===== config.mk =====
export PLATFORM = sky130hd
export DESIGN_NAME = uart_rx
export DESIGN_NICKNAME = d
export VERILOG_FILES = /design/src/rtl/uart_pkg.sv /design/src/rtl/uart_bit_timer.sv /design/src/rtl/uart_rx.sv
export SDC_FILE = /design/constraint.sdc
export NUM_CORES = 1
export LEC_CHECK = 0
export ABC_AREA = 1
export BUFFER_PORTS_ARGS = -buffer_cell sky130_fd_sc_hd__buf_2
export CORE_MARGIN = 10
export CORE_UTILIZATION = 50
export DETAILED_ROUTE_END_ITERATION = 16
export PLACE_DENSITY = 0.68
export SKIP_LAST_GASP = 1
export SYNTH_ARGS = -nofsm -noshare
export SYNTH_HDL_FRONTEND = slang
export SYNTH_HIERARCHICAL = 1
export SYNTH_SLANG_ARGS = --single-unit

===== constraint.sdc =====
create_clock -name clock_i -period 2.76 [get_ports clock_i]
set_input_delay 0.138 -clock clock_i [delete_from_list [all_inputs] [get_ports clock_i]]
set_output_delay 0.138 -clock clock_i [all_outputs]
set_load 0.03 [all_outputs]

===== src/rtl/uart_pkg.sv =====
// Shared UART definitions: receiver state encoding, default frame width and
// the parity helper used by both uart_tx and uart_rx.
package uart_pkg;

  localparam int unsigned UART_DATA_BITS = 8;
  localparam int unsigned DIV_W          = 16;
  localparam int unsigned PAR_W          = 16;

  typedef enum logic [2:0] {
    RX_IDLE,
    RX_START,
    RX_DATA,
    RX_PARITY,
    RX_STOP1,
    RX_STOP2
  } rx_state_e;

  // Parity bit a transmitter appends; callers zero-extend, which leaves the XOR unchanged.
  function automatic logic parity_bit(input logic [PAR_W-1:0] data, input logic even);
    return even ? (^data) : ~(^data);
  endfunction

endpackage


===== src/rtl/uart_bit_timer.sv =====
// Loadable down-counter for UART bit timing; o_expire_c fires when the count
// reaches zero and the counter then reloads itself with i_reload_val.
module uart_bit_timer
  import uart_pkg::*;
(
  input  logic             i_clk,
  input  logic             i_rst_n,
  input  logic             i_run,
  input  logic             i_load,
  input  logic [DIV_W-1:0] i_load_val,
  input  logic [DIV_W-1:0] i_reload_val,
  output logic             o_expire_c
);

  logic [DIV_W-1:0] r_count;

  assign o_expire_c = i_run && !i_load && (r_count == '0);

  always_ff @(posedge i_clk or negedge i_rst_n) begin
    if (!i_rst_n) begin
      r_count <= '0;
    end else if (i_load) begin
      r_count <= i_load_val;
    end else if (o_expire_c) begin
      r_count <= i_reload_val;
    end else if (i_run) begin
      r_count <= r_count - DIV_W'(1);
    end
  end

endmodule


===== src/rtl/uart_rx.sv =====
// UART receiver: synchronises serial_i, times each bit from the start edge and
// delivers bytes with parity/framing flags. Optional: UART_RX_MAJORITY_VOTE_EN.
module uart_rx
  import uart_pkg::*;
#(
  parameter int unsigned DATA_BITS   = UART_DATA_BITS,
  parameter int unsigned SYNC_STAGES = 2
) (
  input  logic                 clock_i,
  input  logic                 reset_i,
  input  logic                 two_stop_bits_i,
  input  logic                 parity_bit_i,
  input  logic                 parity_even_i,
  input  logic [DIV_W-1:0]     clock_divider_i,
  input  logic                 serial_i,
  output logic [DATA_BITS-1:0] data_o,
  output logic                 valid_o,
  output logic                 parity_error_o,
  output logic                 frame_error_o,
  output logic                 busy_o
);

  localparam int unsigned IDX_W = (DATA_BITS > 1) ? $clog2(DATA_BITS) : 1;

  logic [SYNC_STAGES-1:0] r_sync;
  logic [SYNC_STAGES-1:0] r_fill;
  logic                   r_prev_hi;
  logic                   w_rx_s;
  logic                   w_edge;

  rx_state_e              r_state;
  rx_state_e              w_state_nxt;
  logic [DATA_BITS-1:0]   r_shift;
  logic [DATA_BITS-1:0]   w_shift_nxt;
  logic [IDX_W-1:0]       r_bit_idx;
  logic [IDX_W-1:0]       w_idx_nxt;
  logic                   r_perr_pend;
  logic                   w_perr_nxt;
  logic                   r_ferr_pend;
  logic                   w_ferr_nxt;
  logic                   w_done;
  logic                   w_arm;
  logic [DIV_W-1:0]       w_load_val;

  logic [DIV_W-1:0]       r_div;
  logic                   r_two_stop;
  logic                   r_par_en;
  logic                   r_par_even;
  logic [DIV_W-1:0]       w_div_in;
  logic [DIV_W-1:0]       w_half;

  logic                   w_expire;
  logic                   w_tick;
  logic                   w_sample;

  logic [DATA_BITS-1:0]   r_data;
  logic                   r_valid;
  logic                   r_perr;
  logic                   r_ferr;
  logic                   r_busy;

  // Reset values of the synchroniser are not line samples; r_fill marks when rx_s is real.
  assign w_rx_s = r_sync[SYNC_STAGES-1];
  assign w_edge = r_prev_hi && !w_rx_s;

  always_ff @(posedge clock_i or negedge reset_i) begin
    if (!reset_i) begin
      r_sync    <= '1;
      r_fill    <= '0;
      r_prev_hi <= 1'b0;
    end else begin
      r_sync    <= SYNC_STAGES'({r_sync, serial_i});
      r_fill    <= SYNC_STAGES'({r_fill, 1'b1});
      r_prev_hi <= r_fill[SYNC_STAGES-1] && w_rx_s;
    end
  end

  assign w_div_in = (clock_divider_i == '0) ? DIV_W'(1) : clock_divider_i;
  assign w_half   = w_div_in >> 1;

  uart_bit_timer u_timer (
    .i_clk        (clock_i),
    .i_rst_n      (reset_i),
    .i_run        (r_state != RX_IDLE),
    .i_load       (w_arm),
    .i_load_val   (w_load_val),
    .i_reload_val (r_div - DIV_W'(1)),
    .o_expire_c   (w_expire)
  );

`ifdef UART_RX_MAJORITY_VOTE_EN
  // Vote needs the sample one clock past nominal, so the decision lands a cycle late.
  logic r_rx_d1;
  logic r_rx_d2;
  logic r_exp_d;
  logic w_vote_en;

  always_ff @(posedge clock_i or negedge reset_i) begin
    if (!reset_i) begin
      r_rx_d1 <= 1'b1;
      r_rx_d2 <= 1'b1;
      r_exp_d <= 1'b0;
    end else begin
      r_rx_d1 <= w_rx_s;
      r_rx_d2 <= r_rx_d1;
      r_exp_d <= w_expire;
    end
  end

  assign w_vote_en = (r_div >= DIV_W'(4));
  assign w_tick    = w_vote_en ? r_exp_d : w_expire;
  assign w_sample  = w_vote_en ? ((w_rx_s & r_rx_d1) | (w_rx_s & r_rx_d2) | (r_rx_d1 & r_rx_d2))
                               : w_rx_s;
`else
  assign w_tick   = w_expire;
  assign w_sample = w_rx_s;
`endif

  always_ff @(posedge clock_i or negedge reset_i) begin
    if (!reset_i) begin
      r_state     <= RX_IDLE;
      r_shift     <= '0;
      r_bit_idx   <= '0;
      r_perr_pend <= 1'b0;
      r_ferr_pend <= 1'b0;
    end else begin
      r_state     <= w_state_nxt;
      r_shift     <= w_shift_nxt;
      r_bit_idx   <= w_idx_nxt;
      r_perr_pend <= w_perr_nxt;
      r_ferr_pend <= w_ferr_nxt;
    end
  end

  // With a divider of 1 the detecting sample is the start-bit sample itself.
  always_comb begin
    w_state_nxt = r_state;
    w_shift_nxt = r_shift;
    w_idx_nxt   = r_bit_idx;
    w_perr_nxt  = r_perr_pend;
    w_ferr_nxt  = r_ferr_pend;
    w_done      = 1'b0;
    w_arm       = 1'b0;
    w_load_val  = '0;
    case (r_state)
      RX_IDLE: begin
        if (w_edge) begin
          w_arm       = 1'b1;
          w_shift_nxt = '0;
          w_idx_nxt   = '0;
          w_perr_nxt  = 1'b0;
          w_ferr_nxt  = 1'b0;
          if (w_half == '0) begin
            w_state_nxt = RX_DATA;
            w_load_val  = w_div_in - DIV_W'(1);
          end else begin
            w_state_nxt = RX_START;
            w_load_val  = w_half - DIV_W'(1);
          end
        end
      end
      RX_START: begin
        if (w_tick) begin
          w_state_nxt = w_sample ? RX_IDLE : RX_DATA;
        end
      end
      RX_DATA: begin
        if (w_tick) begin
          w_shift_nxt[r_bit_idx] = w_sample;
          w_idx_nxt              = r_bit_idx + IDX_W'(1);
          if (r_bit_idx == IDX_W'(DATA_BITS - 1)) begin
            w_state_nxt = r_par_en ? RX_PARITY : RX_STOP1;
          end
        end
      end
      RX_PARITY: begin
        if (w_tick) begin
          w_perr_nxt  = (w_sample != parity_bit(PAR_W'(r_shift), r_par_even));
          w_state_nxt = RX_STOP1;
        end
      end
      RX_STOP1: begin
        if (w_tick) begin
          w_ferr_nxt = r_ferr_pend | !w_sample;
          if (r_two_stop) begin
            w_state_nxt = RX_STOP2;
          end else begin
            w_done      = 1'b1;
            w_state_nxt = RX_IDLE;
          end
        end
      end
      RX_STOP2: begin
        if (w_tick) begin
          w_ferr_nxt  = r_ferr_pend | !w_sample;
          w_done      = 1'b1;
          w_state_nxt = RX_IDLE;
        end
      end
      default: w_state_nxt = RX_IDLE;
    endcase
  end

  // Frame format and divider are frozen for the whole frame at start detection.
  always_ff @(posedge clock_i or negedge reset_i) begin
    if (!reset_i) begin
      r_div      <= DIV_W'(1);
      r_two_stop <= 1'b0;
      r_par_en   <= 1'b0;
      r_par_even <= 1'b0;
    end else if (w_arm) begin
      r_div      <= w_div_in;
      r_two_stop <= two_stop_bits_i;
      r_par_en   <= parity_bit_i;
      r_par_even <= parity_even_i;
    end
  end

  always_ff @(posedge clock_i or negedge reset_i) begin
    if (!reset_i) begin
      r_data  <= '0;
      r_valid <= 1'b0;
      r_perr  <= 1'b0;
      r_ferr  <= 1'b0;
      r_busy  <= 1'b0;
    end else begin
      r_valid <= w_done;
      r_busy  <= (w_state_nxt != RX_IDLE);
      if (w_done) begin
        r_data <= r_shift;
        r_perr <= r_perr_pend;
        r_ferr <= w_ferr_nxt;
      end
    end
  end

  assign data_o         = r_data;
  assign valid_o        = r_valid;
  assign parity_error_o = r_perr;
  assign frame_error_o  = r_ferr;
  assign busy_o         = r_busy;

endmodule


Word-level counts from Yosys, hierarchy flattened
Cells that the tools add are included.

Memories kept: 0. Bits in read-only memories: 0. Latch bits: 0. Logic and storage cells: 98. Register bits: 68. RAM bits: 0. Input port bits: 22.

Multiply operators: 0. Bitwise logic cells: 2. Shift-type cells: 0. Muxes and demuxes: 41. Div/mod/pow operators: 0. Order comparisons: 2. $add $sub $neg: 5. Reductions and logical operators: 20. Equal/unequal tests: 10.

Operators with widths (count): 16-bit two-way mux (7); 16-bit logical NOT (3); 16-bit by 1-bit subtractor with 16-bit output, second input constant (3); 3-bit two-way mux (11); 3-bit case mux with 6 select lines (1); 8-bit two-way mux (2); 8-bit case mux with 2 select lines (1); 16-bit parity (1); 15-bit by 1-bit subtractor with 16-bit output, second input constant (1); 1-bit two-way mux (11); 3-bit == test, second input constant (3); 3-bit nonzero test (3); 8-bit bitwise mux (1); 3-bit by 2-bit == test with 1-bit output, second input constant (2); 1-bit case mux with 2 select lines (3); 3-bit case mux with 2 select lines (1); 3-bit AND reduction (2); 1-bit logical AND (5); 3-bit by 4-bit < comparator with 1-bit output, second input constant (1); 2-bit two-way mux (2); 2-bit by 1-bit inequality test with 1-bit output, second input constant (2); 2-bit nonzero test (2); 3-bit by 1-bit adder with 3-bit output, second input constant (1); 1-bit demux with 3-bit select (1); other kinds (9) (10).

Longest topological paths before layout
Word-level depth: 10. Gate-level depth with buffers: 18.

Hierarchy
The synthesis kept the hierarchy.

By module, submodules not included: uart_rx (times used 1, area each 3085.5 um^2, sequential area each 1305.0 um^2, cells an instance 418); uart_bit_timer (times used 1, area each 1418.9 um^2, sequential area each 400.4 um^2, cells an instance 212).

Least setup slack after synthesis
Ideal clock, no wire load.

Kind: flip-flop to flip-flop. From: register r_sync[1]. To: register r_ferr, in the netlist frame_error_o. Setup slack: 0.296 ns. Data arrival time: 2.348 ns. Required time: 2.643 ns. Cell stages (with the launch flop): 19. Buffers on the path: 3. Cell sequence: dfstp_2 -> inv_1 -> nand2_2 -> nor2_8 -> buf_2 -> buf_6 -> nor2_4 -> nand2_1 -> nor2_2 -> nand3_2 -> clkinv_2 -> inv_2 -> a21oi_2 -> inv_1 -> nor2_4 -> inv_4 -> buf_6 -> nand2_1 -> nand2_1.

Cells in the longest elaborated chain, start to end: 9. Elaborated cells on any way between the ends: 14. Those cells by class: mux: 8; bitwise: 1; reduce/logical: 5.

Ends and longest elaborated chain: start, declared (line uart_rx.sv:25) `logic [SYNC_STAGES-1:0] r_sync;`; start signal, assigned (line uart_rx.sv:72) `r_sync <= SYNC_STAGES'({r_sync, serial_i});`; 1-bit logical NOT (*) (line uart_rx.sv:64) `assign w_edge = r_prev_hi && !w_rx_s;`; 1-bit logical AND (*) (line uart_rx.sv:64); 1-bit two-way mux (*) (line uart_rx.sv:147) `if (w_edge) begin`; 1-bit two-way mux (*) (line uart_rx.sv:145) `case (r_state)`; net w_arm (line uart_rx.sv:42) `logic w_arm;`; 1-bit logical NOT (*) (line uart_bit_timer.sv:17) `assign o_expire_c = i_run && !i_load && (r_count == '0);`; 1-bit logical AND (*) (2 in a row) (line uart_bit_timer.sv:17); net w_expire (line uart_rx.sv:52) `logic w_expire;`; 1-bit two-way mux, on equally long branches (line uart_rx.sv:194, uart_rx.sv:183); 1-bit case mux with 2 select lines (*) (line uart_rx.sv:145); net w_done (line uart_rx.sv:41) `logic w_done;`; end signal, assigned (line uart_rx.sv:232) `r_ferr <= w_ferr_nxt;`; end, declared (line uart_rx.sv:59) `logic r_ferr;`.

The timed path passes the listed nets; every way through them passes the cells marked *. A chain may end at the register's enable or synchronous reset.

Final worst setup path
From: register r_sync[1]. To: register r_data[6], in the netlist data_o[6].

Cells in the longest elaborated chain, start to end: 9. Elaborated cells on any way between the ends: 10. Those cells by class: mux: 5; reduce/logical: 5.

Ends and longest elaborated chain: 1-bit logical NOT (*) (line uart_rx.sv:64); 1-bit logical AND (*) (line uart_rx.sv:64); 1-bit two-way mux (*) (line uart_rx.sv:147); 1-bit two-way mux (*) (line uart_rx.sv:145); 1-bit logical NOT (*) (line uart_bit_timer.sv:17); 1-bit logical AND (*) (2 in a row) (line uart_bit_timer.sv:17); net w_expire (line uart_rx.sv:52); 1-bit two-way mux, on equally long branches (line uart_rx.sv:194, uart_rx.sv:183); 1-bit case mux with 2 select lines (*) (line uart_rx.sv:145); net w_done (line uart_rx.sv:41); end signal, assigned (line uart_rx.sv:230) `r_data <= r_shift;`; end, declared (line uart_rx.sv:56) `logic [DATA_BITS-1:0] r_data;`.

Marks and branches as above.

==> run metrics <==
status=completed; Int Power=1.64 mW; Synth cell types=40; Final min period=2.28 ns; fin util=57.5%; Fin. Hold Viols=0; GRT Residual Overflow=0; Routed Wire Length=11.9 mm; unrepaired setup endpoints after global routing=false; Detail Route Antenna Nets=0; CTS tree=yes; non-filler instance count after layout=784; initial antenna violation count=0; drt wl/cell=15.2 microns; Synth Cell Area=4500 sq um; Layout Nets=699; max_cap viols=0; pre-CTS setup slack=0.494 ns; Seq/Total Area, Yosys=37.9%; worst rel slew slack=60.6%; Logic pwr share=4.4%; worst path arrival time=2.52 ns; CP Max Fanout=17; via density per instance=5.36; Synth warnings=6; n_diodes=0; # resized after CTS=0; drt drc=0; Die Y=115 microns; Post-CTS Setup Bufs=0; Seq pwr share=47.3%; Layout area overhead=11.8%; Least-Margin Pin Slew=0.591 ns; Initial Util=51.4%; Cells after DPL=765; Total GRT Usage=18.3%; gpl congestion=0.941; IO Count=34; Req. time, crit path=3.00 ns; H-Tree Depth=3; largest net degree at the start of global routing=69; top cells by area, synth=dfrtp_1 (36%), nand2_1 (15%), inv_1 (6.6%), nor2_1 (5.8%), nand3_1 (4.8%); Final setup violation count=0; fin. max-slew vios=0; Placement Rows=34; CP Class=reg2reg; Vias=4,200; first-pass GRT wire length=19.7 mm; share of cells above drive strength 1=16.3%; CTS clock-pin slew for the worst setup and hold paths=0.08 ns; PD cells=421 nW/um^2; final instance area=5040 sq um; Die Area=13,200 sq um; final hold slack=0.0163 ns; Worst setup EP type=register; CTS root buf=clkbuf_8; Switching Power=0.484 mW; synthesized area per cell=7.15 sq um; Die Width=115 microns; Synthesized Nets=658; clk buf depth=2; Core ar.=8760 sq um; vias in the first global route=3,963; Synth Instances=630; Synth Register Bits=68; Lkg Pwr=2.55 nW; fin crit share=82.6%; fmax=438 MHz; total iterations of the first detailed-routing run=5; top cell type's share of synthesized area=36.1%; total power=2.12 mW; Final TNS setup=0 ns; clk_lat worst skew=0.35 ns; worst vdd ir=0.000263 V; TritonCTS buffer count=9; Post-DP HPWL=8.83 mm; Clock power frac=48.4%; # clock sinks=68; Sw Ratio=22.9%; final worst slack=0.479 ns; CP Launch Type=register; Clock Skew=0.0130 ns; dpl cell area=4760 sq um; DR iter-0 viols=394; Min-Delay Path Class=in2reg; top cell type by total area after synthesis=dfrtp_1; Port Buffers=33
==> cell usage after synthesis (all sizes together) <==
master,number
nor2,88
nand2,183
a41oi,1
and2,1
dfstp,3
nand4,9
or2,1
nor3,9
ha,6
a22oi,16
conb,2
o21ai,46
a31oi,2
a21oi,17
nand3,53
nor4,3
xnor2,6
clkbuf,2
xor2,10
o22ai,8
buf,9
inv,86
nand3b,3
dfrtp,65
clkinv,1
==> layout make-up <==
cell class | count | area, sq um
Sequential cell | 68 | 1710
Tap cell | 108 | 135
Fill cell | 846 | 3730
Inverter | 87 | 330
Clock inverter | 7 | 124
Clock buffer | 9 | 124
Timing Repair Buffer | 41 | 245
Multi-Input combinational cell | 464 | 2370
==> sequential cells by signal, summed over array words and instances, names as in the netlist <==
| name | cells |
|---|---|
| r_par_en | 1 |
| r_bit_idx | 3 |
| r_two_stop | 1 |
| r_fill | 2 |
| r_perr_pend | 1 |
| r_state | 3 |
| u_timer/r_count | 16 |
| busy_o | 1 |
| frame_error_o | 1 |
| r_prev_hi | 1 |
| valid_o | 1 |
| data_o | 8 |
| r_sync | 2 |
| r_shift | 8 |
| r_ferr_pend | 1 |
| r_par_even | 1 |
| r_div | 16 |
| parity_error_o | 1 |
==> power groups by stage <==
stage / Sequential, mW / Clock, mW / Combinational [mW]
6_report: 1.00 / 1.02 / 0.0923
5_1_grt: 1.00 / 1.10 / 0.104
4_1_cts: 1.00 / 1.05 / 0.0934
3_5_place_dp: 1.02 / 0 / 0.0899
3_3_place_gp: 1.02 / 0 / 0.0876
2_1_floorplan: 1.02 / 0 / 0.0310
==> logic make-up after synthesis <==
family / share of synthesized area [%]
flops: 37.9
fa+ha+maj: 1.67
simple gates: 35.7
compound gates: 12.0
other cells: 0.167
xor+xnor: 3.11
buf+inv: 9.47
==> placed cells by master, fill, tap and decap left out, drive strengths merged, types with 6 or more instances in the layout <==
| cell | instances |
|---|---|
| nand4 | 9 |
| a21oi | 17 |
| buf | 38 |
| dfrtp | 65 |
| o21ai | 46 |
| xnor2 | 6 |
| clkbuf | 9 |
| o22ai | 8 |
| xor2 | 10 |
| nand3 | 53 |
| a22oi | 16 |
| ha | 6 |
| inv | 87 |
| nor3 | 9 |
| nor2 | 88 |
| nand2 | 183 |
==> worst paths after layout <==
| path | from | endpoint | cells after the start | slack [ns] |
|---|---|---|---|---|
| min reg2reg | r_fill[0] | r_fill[1] | 0 | 0.35 |
| max | r_sync[1] | data_o[6] | 15 | 0.48 |
| max reg2reg | r_sync[1] | data_o[6] | 15 | 0.48 |
| min | two_stop_bits_i | r_two_stop | 3 | 0.02 |
| max in group asynchronous | reset_i | r_div[0] | 3 | 2.08 |
| min in group asynchronous | reset_i | u_timer/r_count[10] | 3 | 0.33 |
==> layer usage <==
metal | vias up | global-route usage [%] | routed length [microns]
met1 | 1958 | 27.0 | 5860
met4 | 0 | 4.46 | 93
met3 | 9 | 3.75 | 846
met5 | - | 0 | 0
li1 | 2108 | - | -
met2 | 125 | 26.6 | 5080
==> timing repair <==
action | CTS | global route
hold endpoints to repair | 67 | 0
endpoints found under the setup margin | 0 | 0
hold buffers | 3 | 0
==> worst max-delay path: stages (launching register included) <==
cell and delay [ns]:
dfstp_2 0.57, inv_1 0.08, nand2_2 0.13, nor2_8 0.06, nor2_4 0.10, nand2_1 0.06, nor2_2 0.11, nand3_2 0.13
clkinv_2 0.20, inv_2 0.10, a21oi_2 0.10, inv_1 0.09, nor2_4 0.15, inv_4 0.12, nand2_1 0.10, o21ai_2 0.05
(Power assumes the default switching activity.)
